--- config.mk ---
export PLATFORM = sky130hd
export DESIGN_NAME = multiplicador_seq_arbitro
export DESIGN_NICKNAME = d
export VERILOG_FILES = /design/src/rtl/multiplicador_seq_arbitro.sv
export SDC_FILE = /design/constraint.sdc
export NUM_CORES = 1
export LEC_CHECK = 0
export ABC_CLOCK_PERIOD_IN_PS = 2300
export BUFFER_PORTS_ARGS = -buffer_cell sky130_fd_sc_hd__buf_2
export CAP_MARGIN = 0
export CORE_ASPECT_RATIO = 1.75
export CORE_MARGIN = 3
export CORE_UTILIZATION = 56
export CTS_BUF_LIST = sky130_fd_sc_hd__clkbuf_8
export DETAILED_ROUTE_END_ITERATION = 7
export GPL_TIMING_DRIVEN = 0
export PLACE_DENSITY = 0.93
export SLEW_MARGIN = 20
export SYNTH_ARGS = -nofsm -noshare
export SYNTH_HDL_FRONTEND = slang
export SYNTH_SLANG_ARGS = --single-unit
--- constraint.sdc ---
create_clock -name clk -period 2.3 [get_ports clk]
set_clock_uncertainty 0.15 [all_clocks]
set_input_delay 0.345 -clock clk [delete_from_list [all_inputs] [get_ports clk]]
set_output_delay 0.345 -clock clk [all_outputs]
set_load 0.01 [all_outputs]
--- src/rtl/multiplicador_seq_arbitro.sv ---
// multiplicador_seq_arbitro
// Sequential shift-and-add W x W multiplier shared by two requesters.
// Round-robin arbitration picks one requester in IDLE. The product is then
// built one partial-product add per clock on a single W+1-bit adder, and
// the 2W-bit result is returned with the owning requester's ID over a
// valid/ready port.
//
// Ports:
//   clk, rst             clock, synchronous active-high reset
//   req0_valid/a/b/ready requester 0 operand handshake
//   req1_valid/a/b/ready requester 1 operand handshake
//   res_valid/p/id/ready result handshake (res_* registered)
//   busy                 high whenever the engine is not in IDLE
module multiplicador_seq_arbitro #(
  parameter int W = 4
) (
  input  logic           clk,
  input  logic           rst,
  input  logic           req0_valid,
  input  logic [W-1:0]   req0_a,
  input  logic [W-1:0]   req0_b,
  output logic           req0_ready,
  input  logic           req1_valid,
  input  logic [W-1:0]   req1_a,
  input  logic [W-1:0]   req1_b,
  output logic           req1_ready,
  output logic           res_valid,
  output logic [2*W-1:0] res_p,
  output logic           res_id,
  input  logic           res_ready,
  output logic           busy
);

  localparam int CW = $clog2(W + 1);

  typedef enum logic [1:0] {IDLE, ITER, DONE} state_t;

  state_t         state;
  logic [W-1:0]   a_reg;
  logic [W-1:0]   b_reg;
  logic [2*W-1:0] p_reg;
  logic [CW-1:0]  cnt;
  logic           id_reg;
  logic           last_grant;

  logic           grant0;
  logic           grant1;
  logic [W-1:0]   addend;
  logic [W:0]     sum;
  logic [2*W-1:0] p_next;

  // On a tie the requester not served last wins; last_grant resets to 1
  // so requester 0 takes the first tie.
  always_comb begin
    grant0 = req0_valid & (~req1_valid | last_grant);
    grant1 = req1_valid & (~req0_valid | ~last_grant);
  end

  assign req0_ready = ~rst & (state == IDLE) & grant0;
  assign req1_ready = ~rst & (state == IDLE) & grant1;
  assign busy       = (state != IDLE);

  // Add into the upper half, then shift the whole product right by one.
  // The carry lands in the top bit of the shifted product.
  always_comb begin
    addend = b_reg[0] ? a_reg : '0;
    sum    = {1'b0, p_reg[2*W-1:W]} + {1'b0, addend};
    p_next = {sum, p_reg[W-1:1]};
  end

  always_ff @(posedge clk) begin
    if (rst) begin
      state      <= IDLE;
      a_reg      <= '0;
      b_reg      <= '0;
      p_reg      <= '0;
      cnt        <= '0;
      id_reg     <= 1'b0;
      last_grant <= 1'b1;
      res_valid  <= 1'b0;
      res_p      <= '0;
      res_id     <= 1'b0;
    end else begin
      case (state)
        IDLE: begin
          if (grant0 | grant1) begin
            a_reg      <= grant1 ? req1_a : req0_a;
            b_reg      <= grant1 ? req1_b : req0_b;
            p_reg      <= '0;
            cnt        <= '0;
            id_reg     <= grant1;
            last_grant <= grant1;
            state      <= ITER;
          end
        end
        ITER: begin
          p_reg <= p_next;
          b_reg <= b_reg >> 1;
          cnt   <= cnt + 1'b1;
          if (cnt == CW'(W - 1)) begin
            state     <= DONE;
            res_valid <= 1'b1;
            res_p     <= p_next;
            res_id    <= id_reg;
          end
        end
        DONE: begin
          if (res_ready) begin
            res_valid <= 1'b0;
            state     <= IDLE;
          end
        end
        default: state <= IDLE;
      endcase
    end
  end

endmodule

# Word level (Yosys, flattened, before mapping)
# Index checks and enable logic that the tools add are counted.
[classes]
reduce_logical = 9
n_mux = 16
eq_ne = 6
add_sub_neg = 2
bitwise_logic = 12
[op_table]
columns = ["op", "count"]
rows = [
  ["4-bit 2-to-1 mux", 4],
  ["8-bit one-hot mux with 2 select lines", 1],
  ["8-bit 2-to-1 mux", 1],
  ["4-bit one-hot mux with 2 select lines", 1],
  ["2-bit 2-to-1 mux", 3],
  ["2-bit one-hot mux with 3 select lines", 1],
  ["3-bit one-hot mux with 2 select lines", 1],
  ["2-bit AND reduction", 3],
  ["3-bit AND reduction", 2],
  ["2-bit nonzero test", 3],
  ["4-bit by 4-bit adder with 5-bit output", 1],
  ["1-bit AND", 5],
  ["2-bit != test (second input constant)", 2],
  ["1-bit inverter", 4],
  ["3-bit by 1-bit adder with 3-bit output (second input constant)", 1],
  ["3-bit by 2-bit equality test with 1-bit output (second input constant)", 1],
  ["3-bit 2-to-1 mux", 1],
  ["1-bit OR", 3],
  ["2-bit by 1-bit equality test with 1-bit output (second input constant)", 1],
  ["2-bit equality test (second input constant)", 1],
  ["2-bit logical NOT", 1],
  ["1-bit 2-to-1 mux", 2],
  ["2-bit by 1-bit != test with 1-bit output (second input constant)", 1],
  ["1-bit one-hot mux with 2 select lines", 1],
]
[totals]
out_inout_bits = 13
reg_bits = 33
elab_cells = 55

# Depth between registers and ports, before layout
# Gate-level depths: netlist of run 1.
[logic_depth]
depth_word = 6
ltp_mapped = 6

# Worst setup path after synthesis of run 1
# No wires, ideal clock.
[synth_timing]
path_type = "register to register"
start = "register b_reg[0]"
end = "register p_reg[7]"
period_less_slack_ps = 1740
path_buffers = 0
arrival_ps = 1462
slack_ps = 560
stages_incl_launch_ff = 7
path_cell_list = "dfxtp_1 > and2_1 > ha_1 > fa_1 > a21o_1 > a21oi_1 > o32ai_1"
[synth_via]
elab_chain_len = 3
[synth_lines]
columns = ["element", "line", "text"]
rows = [
  ["from (decl)", "40", "logic [W-1:0] b_reg;"],
  ["from (signal assigned)", "88", "b_reg <= grant1 ? req1_b : req0_b;"],
  ["from (signal assigned)", "98", "b_reg <= b_reg >> 1;"],
  ["4-bit 2-to-1 mux", "66", "addend = b_reg[0] ? a_reg : '0;"],
  ["4-bit by 4-bit adder with 5-bit output", "67", "sum = {1'b0, p_reg[2*W-1:W]} + {1'b0, addend};"],
  ["8-bit one-hot mux with 2 select lines", "84", "case (state)"],
  ["to (signal assigned)", "97", "p_reg <= p_next;"],
  ["to (decl)", "41", "logic [2*W-1:0] p_reg;"],
]
# No other way between the ends.
# A chain may end at the register's enable or synchronous reset.

# Worst setup path in the final report of run 1
# Ends and elaborated chain as after synthesis.

==> impl_metrics.py, run 1 <==
metrics = {
    "routing": {
        "detailroute.via_count": 1488,
        "totalWireLength_um": 3760,
        "drt-wirelength-per-cell_um": 14.8,
        "drc": 0,
        "route.antenna.remaining_nets": 0,
        "detail_route.vias_per_cell": 5.88,
        "drt_first_pass_iters": 4,
        "detailedRoute.firstIterationViolations": 66,
    },
    "timing": {
        "period_minus_slack_ps": 1910,
        "fin_crit_sh_pct": 83.0,
        "grt_setup_unrepaired": "no",
        "final.setup.tns_ps": 0,
        "slew_headroom_pct": 65.9,
        "total_of_endpoints_with_negative_setup_slack_in_the_final_report": 0,
        "worstMarginPinSlew_ps": 512,
        "finalMaxSlewViolations": 0,
        "final_critical_path_setup_slack_ps": 392,
        "max_freq_mhz": 524,
        "final_hold_viol_count": 0,
    },
    "logic_synthesis": {
        "synth_area_um2": 1600,
        "synthDominantAreaCellType": "sky130_fd_sc_hd__dfxtp_1",
        "yosys.cell_types.count": 47,
        "compound_cell_area_share_of_the_yosys_netlist_pct": 23.1,
        "synth.yosys.seq_area_share_pct": 40.2,
        "synth_simple_gate_area_share_pct": 24.4,
        "synth.area.top_cells": "sky130_fd_sc_hd__dfxtp_1, sky130_fd_sc_hd__a21oi_1, sky130_fd_sc_hd__nand2_1",
        "post_synth_xor_area_fraction_pct": 0.549,
        "synth.area.mux_share_pct": 1.25,
        "synth.ff_latch_count": 32,
        "synth.yosys.warnings": 0,
        "synth_adder_area_share_pct": 5.96,
        "synth_edf_count": 0,
        "dominantRegCellSynth": "sky130_fd_sc_hd__dfxtp_1",
        "netlist.area_leader.share_pct": 40.2,
        "synth_top_family_by_area": "simple AND/OR/NAND/NOR gates",
        "syn_nets": 213,
        "synth.avg_cell_area_um2": 8.62,
        "syn_inst": 185,
        "synthArstFlopShare_pct": 0,
    },
    "finish": {
        "most_frequent_cells_in_the_layout": "sky130_fd_sc_hd__buf_2, sky130_fd_sc_hd__dfxtp_1, sky130_fd_sc_hd__nand2_1",
        "area_growth_syn_to_layout_pct": 20.4,
        "sequential_cell_area_um2": 641,
        "antenna-diode-count": 0,
        "final_layout_size_suffix_gt1_share_pct": 25.7,
        "postLayoutCoreUtil_pct": 70.6,
        "layout.filler_cells": 226,
        "non_filler_instances": 253,
        "multiInputGateArea_um2": 882,
        "largest_reg_flops": 8,
        "most_common_cell_after_layout_fill_and_taps_aside": "sky130_fd_sc_hd__buf_2",
        "layout.nets": 253,
    },
    "place": {
        "placer_congestion_estimate": 0.861,
        "minimum_setup_slack_after_placement_ps": 394,
        "dp_cells": 245,
        "place.port_buffers": 33,
        "hpwlAfterDp_um": 2800,
    },
    "clock_network": {
        "cts-resized-gates": 0,
        "cts.path.max_buffers": 2,
        "cts.hold.buffers_added": 0,
        "clkSinkCount": 32,
        "post_cts_buffers": 0,
        "clock_latency_ps": 290,
        "clk_pin_slew_worst_paths_ps": 60,
        "tritoncts": "done",
        "numCtsBuffers": 5,
        "cts-htree-levels": 2,
        "cts_root_buffer": "sky130_fd_sc_hd__clkbuf_8",
    },
    "min_path": {
        "hold_ep": "a_reg[3]$_SDFFE_PP0P_",
        "worstHoldStart": "req1_a[3]",
        "path_type_of_the_worst_min_delay_path": "input pin to register",
        "cells_on_worst_hold_path": 3,
    },
    "pwr": {
        "powerDensity_nw_per_um2": 696,
        "p_leak_nw": 0.862,
        "ir_worst_vdd_v": 0.000557,
        "fin_total_pwr_mw": 1.34,
    },
    "global_route": {
        "first_global_vias": 1513,
        "grt_overflow": 0,
        "grt_first_pass_wirelength_um": 6440,
        "initial_antenna_violation_count": 0,
        "global_route.usage.total_pct": 24.5,
        "grt_max_degree": 11,
    },
    "critical_path": {
        "critical_path_required_ps": 2310,
        "path_class": "register to register",
        "max_stage_delay_ps": 400,
        "critical_path_startpoint_category": "register",
        "worst-r2r-cell-count": 6,
        "cp.arrival_ps": 1910,
        "critPathCaptureType": "register",
        "cp_slowest_cell": "sky130_fd_sc_hd__fa_1",
        "reg2reg_setup_slack_ps": 390,
        "setup.worst_path.start": "b_reg[0]$_SDFFE_PP0P_",
        "worstPathMaxFanout": 6,
        "regToRegEndpoint": "p_reg[7]$_SDFFE_PP0P_",
        "reg2reg_from": "b_reg[0]$_SDFFE_PP0P_",
        "worstPathCellList": "and2_1 > ha_1 > fa_1 > a21o_1 > a21oi_1 > o32ai_1",
    },
    "floorplanning": {
        "number_of_i_o_pins": 34,
        "starting_utilization_of_the_core_area_pct": 58.6,
        "dieWidth_um": 46.3,
        "fp.dieArea_um2": 3550,
        "die_h_um": 76.6,
        "core_um2": 2720,
        "std_cell_rows": 25,
    },
    "status": {
        "result_of_the_run": "complete, no violations",
    },
    "run": {
        "maxCapViolCount": 0,
    },
}
[stage by stage]
step           cell area (um2)  hold WS [ps]
3_3_place_gp              1790           288
4_1_cts                   1920           161
6_report                  1920           171
3_5_place_dp              1790           293
5_1_grt                   1920           183
2_1_floorplan             1600           278
[worst max path at each step]
stage                     cells past startpoint               endpoint
final                                         6  p_reg[7]$_SDFFE_PP0P_
after CTS                                     6  p_reg[7]$_SDFFE_PP0P_
after global placement                        6  p_reg[7]$_SDFFE_PP0P_
after floorplan                               6  p_reg[7]$_SDFFE_PP0P_
after detailed placement                      6  p_reg[7]$_SDFFE_PP0P_
after global routing                          6  p_reg[7]$_SDFFE_PP0P_
[worst max-delay path: cells and delay by family (launching register included)]
family                   cells  cell delay (ps)
AO/OA/AOI/OAI                3              520
flip-flops                   1              350
AND/OR/NAND/NOR              1              150
adder cells (fa/ha/maj)      2              610
[per-layer routing]
metal	track usage [%]	vias to the layer above	routed length (um)
li1	-	739	-
met1	26.3	688	1440
met2	40.6	50	2010
met3	4.96	11	190
met4	15.1	0	123
met5	0	-	0
[logic make-up after synthesis]
kind of cell | Yosys count
multiplexers | 2
adder cells (fa/ha/maj) | 7
XOR/XNOR | 1
flip-flops | 32
AND/OR/NAND/NOR | 72
AO/OA/AOI/OAI | 56
buffers and inverters | 15
[where the power goes]
group	internal, mW	total [mW]	switching [mW]
logic	0.0672	0.156	0.0892
clock network	0.382	0.588	0.206
registers	0.577	0.592	0.0148
[synth_stat cells, drive strengths merged (5+ instances only)]
cell type and instances:
nor2 12, nand2 27, buf 7, nand2b 7
and2 6, a21oi 24, ha 6, dfxtp 32
nor3 5, o21ai 10
[layout make-up]
type | count | share of cell area, %
multi-input combinational | 138 | 45.9
sequential | 32 | 33.4
timing repair buffer | 33 | 8.60
clock buffer | 7 | 5.02
buffer | 11 | 3.00
tap | 27 | 1.76
clock inverter | 1 | 1.56
inverter | 4 | 0.782
Note: power is estimated with default switching activity, not from simulation.
==> inputs of run 2 (changes only) <==
- ABC_CLOCK_PERIOD_IN_PS: 2300 -> 1600
- CORE_UTILIZATION: 56 -> 50
- PLACE_DENSITY: 0.93 -> 0.88
- clock period: 2.3 -> 1.6 ns (I/O delays scaled with it)
==> impl_metrics.py, run 2 (synthesized netlist as in run 1, its figures left out) <==
metrics = {
    "min_path": {
        "path_type_of_the_worst_min_delay_path": "input pin to register",
    },
    "routing": {
        "route.antenna.remaining_nets": 0,
        "drc": 0,
        "detailedRoute.firstIterationViolations": 30,
        "drt-wirelength-per-cell_um": 14.3,
        "detailroute.via_count": 1510,
        "totalWireLength_um": 3950,
        "drt_first_pass_iters": 4,
        "detail_route.vias_per_cell": 5.45,
    },
    "clock_network": {
        "cts_root_buffer": "sky130_fd_sc_hd__clkbuf_8",
        "clk_pin_slew_worst_paths_ps": 70,
        "tritoncts": "done",
        "cts.path.max_buffers": 2,
        "cts-htree-levels": 2,
        "numCtsBuffers": 5,
        "cts.hold.buffers_added": 0,
        "clkSinkCount": 32,
        "clock_latency_ps": 280,
    },
    "finish": {
        "final_layout_size_suffix_gt1_share_pct": 37.9,
        "largest_reg_flops": 8,
        "most_frequent_cells_in_the_layout": "sky130_fd_sc_hd__buf_2, sky130_fd_sc_hd__dfxtp_1, sky130_fd_sc_hd__nand2_1",
        "sequential_cell_area_um2": 646,
        "postLayoutCoreUtil_pct": 70.7,
        "area_growth_syn_to_layout_pct": 32.5,
        "multiInputGateArea_um2": 1000,
        "most_common_cell_after_layout_fill_and_taps_aside": "sky130_fd_sc_hd__buf_2",
        "layout.nets": 262,
        "layout.filler_cells": 253,
        "antenna-diode-count": 0,
    },
    "place": {
        "minimum_setup_slack_after_placement_ps": -164,
        "placer_congestion_estimate": 0.869,
        "hpwlAfterDp_um": 2700,
        "place.port_buffers": 33,
    },
    "critical_path": {
        "worstPathCellList": "and2_4 > ha_4 > fa_2 > a21o_1 > a21oi_2 > o32ai_2",
        "crit_path_leading_delay_family": "adder cells",
        "critical_path_required_ps": 1610,
        "worstPathMaxFanout": 2,
        "cp.arrival_ps": 1720,
        "cp_slowest_cell": "sky130_fd_sc_hd__fa_2",
        "path_class": "register to register",
        "max_stage_delay_ps": 350,
        "critical_path_startpoint_category": "register",
        "worst-path-buf-inv": 0,
        "critPathCaptureType": "register",
    },
    "floorplanning": {
        "die_h_um": 80.7,
        "dieWidth_um": 48.7,
        "starting_utilization_of_the_core_area_pct": 53.3,
        "number_of_i_o_pins": 34,
        "std_cell_rows": 26,
        "fp.dieArea_um2": 3930,
        "core_um2": 2990,
    },
    "timing": {
        "final_hold_viol_count": 0,
        "total_of_endpoints_with_negative_setup_slack_in_the_final_report": 6,
        "worstMarginPinSlew_ps": 506,
        "max_freq_mhz": 582,
        "final_critical_path_setup_slack_ps": -118,
        "finalMaxSlewViolations": 0,
        "grt_setup_unrepaired": "yes",
        "period_minus_slack_ps": 1720,
        "slew_headroom_pct": 66.3,
        "fin_crit_sh_pct": 107,
        "final.setup.tns_ps": -393,
    },
    "run": {
        "maxCapViolCount": 0,
    },
    "pwr": {
        "p_leak_nw": 0.909,
        "powerDensity_nw_per_um2": 837,
        "ir_worst_vdd_v": 0.000675,
    },
    "global_route": {
        "global_route.usage.total_pct": 21.4,
        "grt_first_pass_wirelength_um": 6400,
        "initial_antenna_violation_count": 0,
        "grt_overflow": 0,
        "first_global_vias": 1383,
        "grt_max_degree": 12,
    },
    "status": {
        "failed_checks": "setup timing",
        "result_of_the_run": "finished, violations left",
    },
}
-- run 2: changes by cell type in the layout (fill, tap and decap cells not counted), sizes merged --
cell    delta
and3b      +1
buf        +8
bufinv     -1
clkbuf     -1
clkinv     +2
-- run 2: where the power goes --
group / switching (mW) / internal, mW / leakage, nW / total, mW
sequential: 0.0245 / 0.832 / 0.261 / 0.856
clock: 0.301 / 0.343 / 0.0510 / 0.643
combinational: 0.141 / 0.128 / 0.597 / 0.270
-- run 2: tightest hold or removal path, cell delays in order --
cell and delay (ps):
sky130_fd_sc_hd__buf_2 100, sky130_fd_sc_hd__nand2_1 50, sky130_fd_sc_hd__a311oi_1 70
-- run 2: routing by layer --
metal	global-route usage (%)	wire (um)	vias up
met5	0	0	-
met4	12.8	121	0
met3	3.90	176	11
met2	37.7	2020	47
met1	23.6	1630	692
li1	-	-	760
-- run 2: per-stage QoR --
| step | power (mW) | area, um2 | hold slack (ps) | std cells |
|---|---|---|---|---|
| floorplan | 1.01 | 1610 | 250 | 185 |
| global placement | 1.08 | 1820 | 289 | 260 |
| detailed placement | 1.09 | 1820 | 295 | 260 |
| CTS | 1.76 | 2000 | 61.4 | 272 |
| global route | 1.85 | 2110 | 71.7 | 277 |
| finish | 1.77 | 2110 | 70.4 | 277 |
-- run 2: worst paths after layout --
check | start | to | slack (ps) | cells past startpoint
setup / recovery | a_reg[0]$_SDFFE_PP0P_ | p_reg[7]$_SDFFE_PP0P_ | -120 | 6
hold / removal | req1_a[2] | a_reg[2]$_SDFFE_PP0P_ | 70 | 3
setup reg to reg | a_reg[0]$_SDFFE_PP0P_ | p_reg[7]$_SDFFE_PP0P_ | -120 | 6
hold reg to reg | res_p[1]$_SDFFE_PP0P_ | res_p[1]$_SDFFE_PP0P_ | 300 | 2
-- run 2: timing repair --
action	CTS	global route
buffers inserted	5	6
setup endpoints to repair	17	21
cloned	0	1
pin swaps	7	11
gates resized for setup	13	19
-- run 2: cell type report --
class,count,share of cell area (%)
well taps,42,2.49
multi-input cells,139,47.3
plain buffers,8,2.49
flip-flops and latches,32,30.5
clock inverters,2,0.473
repair buffers,44,12.1
inverters,4,0.710
clock buffers,6,3.91
==> inputs of run 3 (changes only) <==
- CORE_MARGIN: 3 -> 1
==> impl_metrics.py, run 3 (synthesized netlist as in run 1, its figures left out) <==
metrics = {
    "timing": {
        "hold_slack_ps": 58.4,
        "fin_crit_sh_pct": 107,
        "final.setup.tns_ps": -492,
        "slew_headroom_pct": 64.6,
        "period_minus_slack_ps": 1720,
        "max_freq_mhz": 582,
        "final_critical_path_setup_slack_ps": -118,
        "total_of_endpoints_with_negative_setup_slack_in_the_final_report": 5,
        "worstMarginPinSlew_ps": 530,
        "grt_setup_unrepaired": "yes",
        "finalMaxSlewViolations": 0,
        "final_hold_viol_count": 0,
    },
    "pwr": {
        "power_frac_comb_pct": 15.2,
        "total_switching_power_mw": 0.470,
        "clock_power_share_pct": 36.4,
        "sw_frac_of_total_pct": 26.6,
        "powerDensity_nw_per_um2": 858,
        "power_frac_seq_pct": 48.4,
        "p_leak_nw": 0.902,
        "cell_internal_pwr_mw": 1.30,
        "ir_worst_vdd_v": 0.000699,
    },
    "routing": {
        "drc": 0,
        "detailroute.via_count": 1543,
        "totalWireLength_um": 3940,
        "detailedRoute.firstIterationViolations": 55,
        "detail_route.vias_per_cell": 5.59,
        "drt-wirelength-per-cell_um": 14.3,
        "drt_first_pass_iters": 4,
        "route.antenna.remaining_nets": 0,
    },
    "floorplanning": {
        "std_cell_rows": 26,
        "fp.dieArea_um2": 3430,
        "core_um2": 2990,
        "die_h_um": 76.7,
        "number_of_i_o_pins": 34,
        "starting_utilization_of_the_core_area_pct": 53.3,
        "dieWidth_um": 44.7,
    },
    "critical_path": {
        "critPathCaptureType": "register",
        "worstPathCellList": "and2_4 > ha_4 > fa_2 > buf_4 > xor2_2 > nand2_1 > a21oi_1",
        "cp.arrival_ps": 1790,
        "critical_path_required_ps": 1670,
        "max_stage_delay_ps": 350,
        "worstPathMaxFanout": 6,
        "cp_slowest_cell": "sky130_fd_sc_hd__dfxtp_2",
        "critical_path_startpoint_category": "register",
        "path_class": "register to register",
        "crit_path_leading_delay_family": "adder cells",
        "worst-path-buf-inv": 1,
    },
    "finish": {
        "largest_reg_flops": 8,
        "postLayoutCoreUtil_pct": 68.8,
        "most_frequent_cells_in_the_layout": "sky130_fd_sc_hd__buf_2, sky130_fd_sc_hd__dfxtp_1, sky130_fd_sc_hd__nand2_1",
        "multiInputGateArea_um2": 958,
        "sequential_cell_area_um2": 646,
        "final_layout_size_suffix_gt1_share_pct": 34.6,
        "antenna-diode-count": 0,
        "layout.nets": 261,
        "most_common_cell_after_layout_fill_and_taps_aside": "sky130_fd_sc_hd__buf_2",
        "area_growth_syn_to_layout_pct": 29.0,
        "layout.filler_cells": 254,
    },
    "status": {
        "failed_checks": "setup timing",
        "result_of_the_run": "finished, violations left",
    },
    "clock_network": {
        "cts.path.max_buffers": 2,
        "tritoncts": "done",
        "cts_root_buffer": "sky130_fd_sc_hd__clkbuf_8",
        "cts-htree-levels": 2,
        "clkSinkCount": 32,
        "cts.hold.buffers_added": 0,
        "clk_pin_slew_worst_paths_ps": 70,
        "clock_latency_ps": 290,
        "numCtsBuffers": 5,
    },
    "global_route": {
        "grt_overflow": 0,
        "grt_first_pass_wirelength_um": 6400,
        "global_route.usage.total_pct": 24.8,
        "grt_max_degree": 12,
        "initial_antenna_violation_count": 0,
        "first_global_vias": 1442,
    },
    "place": {
        "place.port_buffers": 33,
        "placer_congestion_estimate": 0.884,
        "hpwlAfterDp_um": 2580,
    },
    "min_path": {
        "path_type_of_the_worst_min_delay_path": "input pin to register",
    },
    "run": {
        "maxCapViolCount": 0,
    },
}
-- run 3: per-layer routing --
layer | share of wire [%] | global-route usage (%) | up-vias | routed length (um)
li1 | - | - | 756 | -
met5 | 0 | 0 | - | 0
met2 | 52 | 40.9 | 53 | 2060
met4 | 2.4 | 13.9 | 0 | 93
met3 | 4.6 | 3.76 | 11 | 183
met1 | 41 | 29.3 | 723 | 1600
-- run 3: path summary, 6_finish.rpt --
kind / from / to / slack (ps) / cells past startpoint
setup reg to reg: b_reg[0]$_SDFFE_PP0P_ / p_reg[5]$_SDFFE_PP0P_ / -120 / 7
setup / recovery: b_reg[0]$_SDFFE_PP0P_ / p_reg[5]$_SDFFE_PP0P_ / -120 / 7
hold / removal: req0_a[0] / a_reg[0]$_SDFFE_PP0P_ / 60 / 3
hold reg to reg: res_p[2]$_SDFFE_PP0P_ / res_p[2]$_SDFFE_PP0P_ / 300 / 2
-- run 3: what timing repair did --
| item | in CTS | in global routing |
|---|---|---|
| cloned | 0 | 1 |
| pin swaps | 6 | 7 |
| resized for setup | 12 | 10 |
| setup buffers | 5 | 4 |
| endpoints found under the setup margin | 16 | 20 |
-- run 3: power groups by stage --
stage	sequential, mW	combinational, mW	clock, mW
floorplan	0.862	0.151	0
global placement	0.867	0.217	0
detailed placement	0.868	0.221	0
CTS	0.853	0.248	0.639
global route	0.858	0.292	0.668
finish	0.855	0.268	0.642
-- run 3: worst reg2reg max path, cell delays in order (launching register included) --
cell                      delay (ps)
sky130_fd_sc_hd__dfxtp_2         350
sky130_fd_sc_hd__and2_4          150
sky130_fd_sc_hd__ha_4            160
sky130_fd_sc_hd__fa_2            340
sky130_fd_sc_hd__buf_4           150
sky130_fd_sc_hd__xor2_2          160
sky130_fd_sc_hd__nand2_1          70
sky130_fd_sc_hd__a21oi_1         130
-- run 3: metrics by stage --
| step | cells | area, um2 | setup WS [ps] | power (mW) |
|---|---|---|---|---|
| 2_1_floorplan | 185 | 1610 | -16.9 | 1.01 |
| 3_5_place_dp | 260 | 1820 | -143 | 1.09 |
| 3_3_place_gp | 260 | 1820 | -132 | 1.08 |
| 6_report | 276 | 2060 | -118 | 1.77 |
| 5_1_grt | 276 | 2060 | -162 | 1.82 |
| 4_1_cts | 272 | 2000 | -125 | 1.74 |
-- run 3: cell type report --
type                       count  area share (%)
multi-input combinational    139            46.6
inverter                       4           0.729
clock inverter                 2           0.365
tap                           42            2.55
clock buffer                   6            4.01
buffer                         9            2.61
timing repair buffer          42            11.8
sequential                    32            31.4
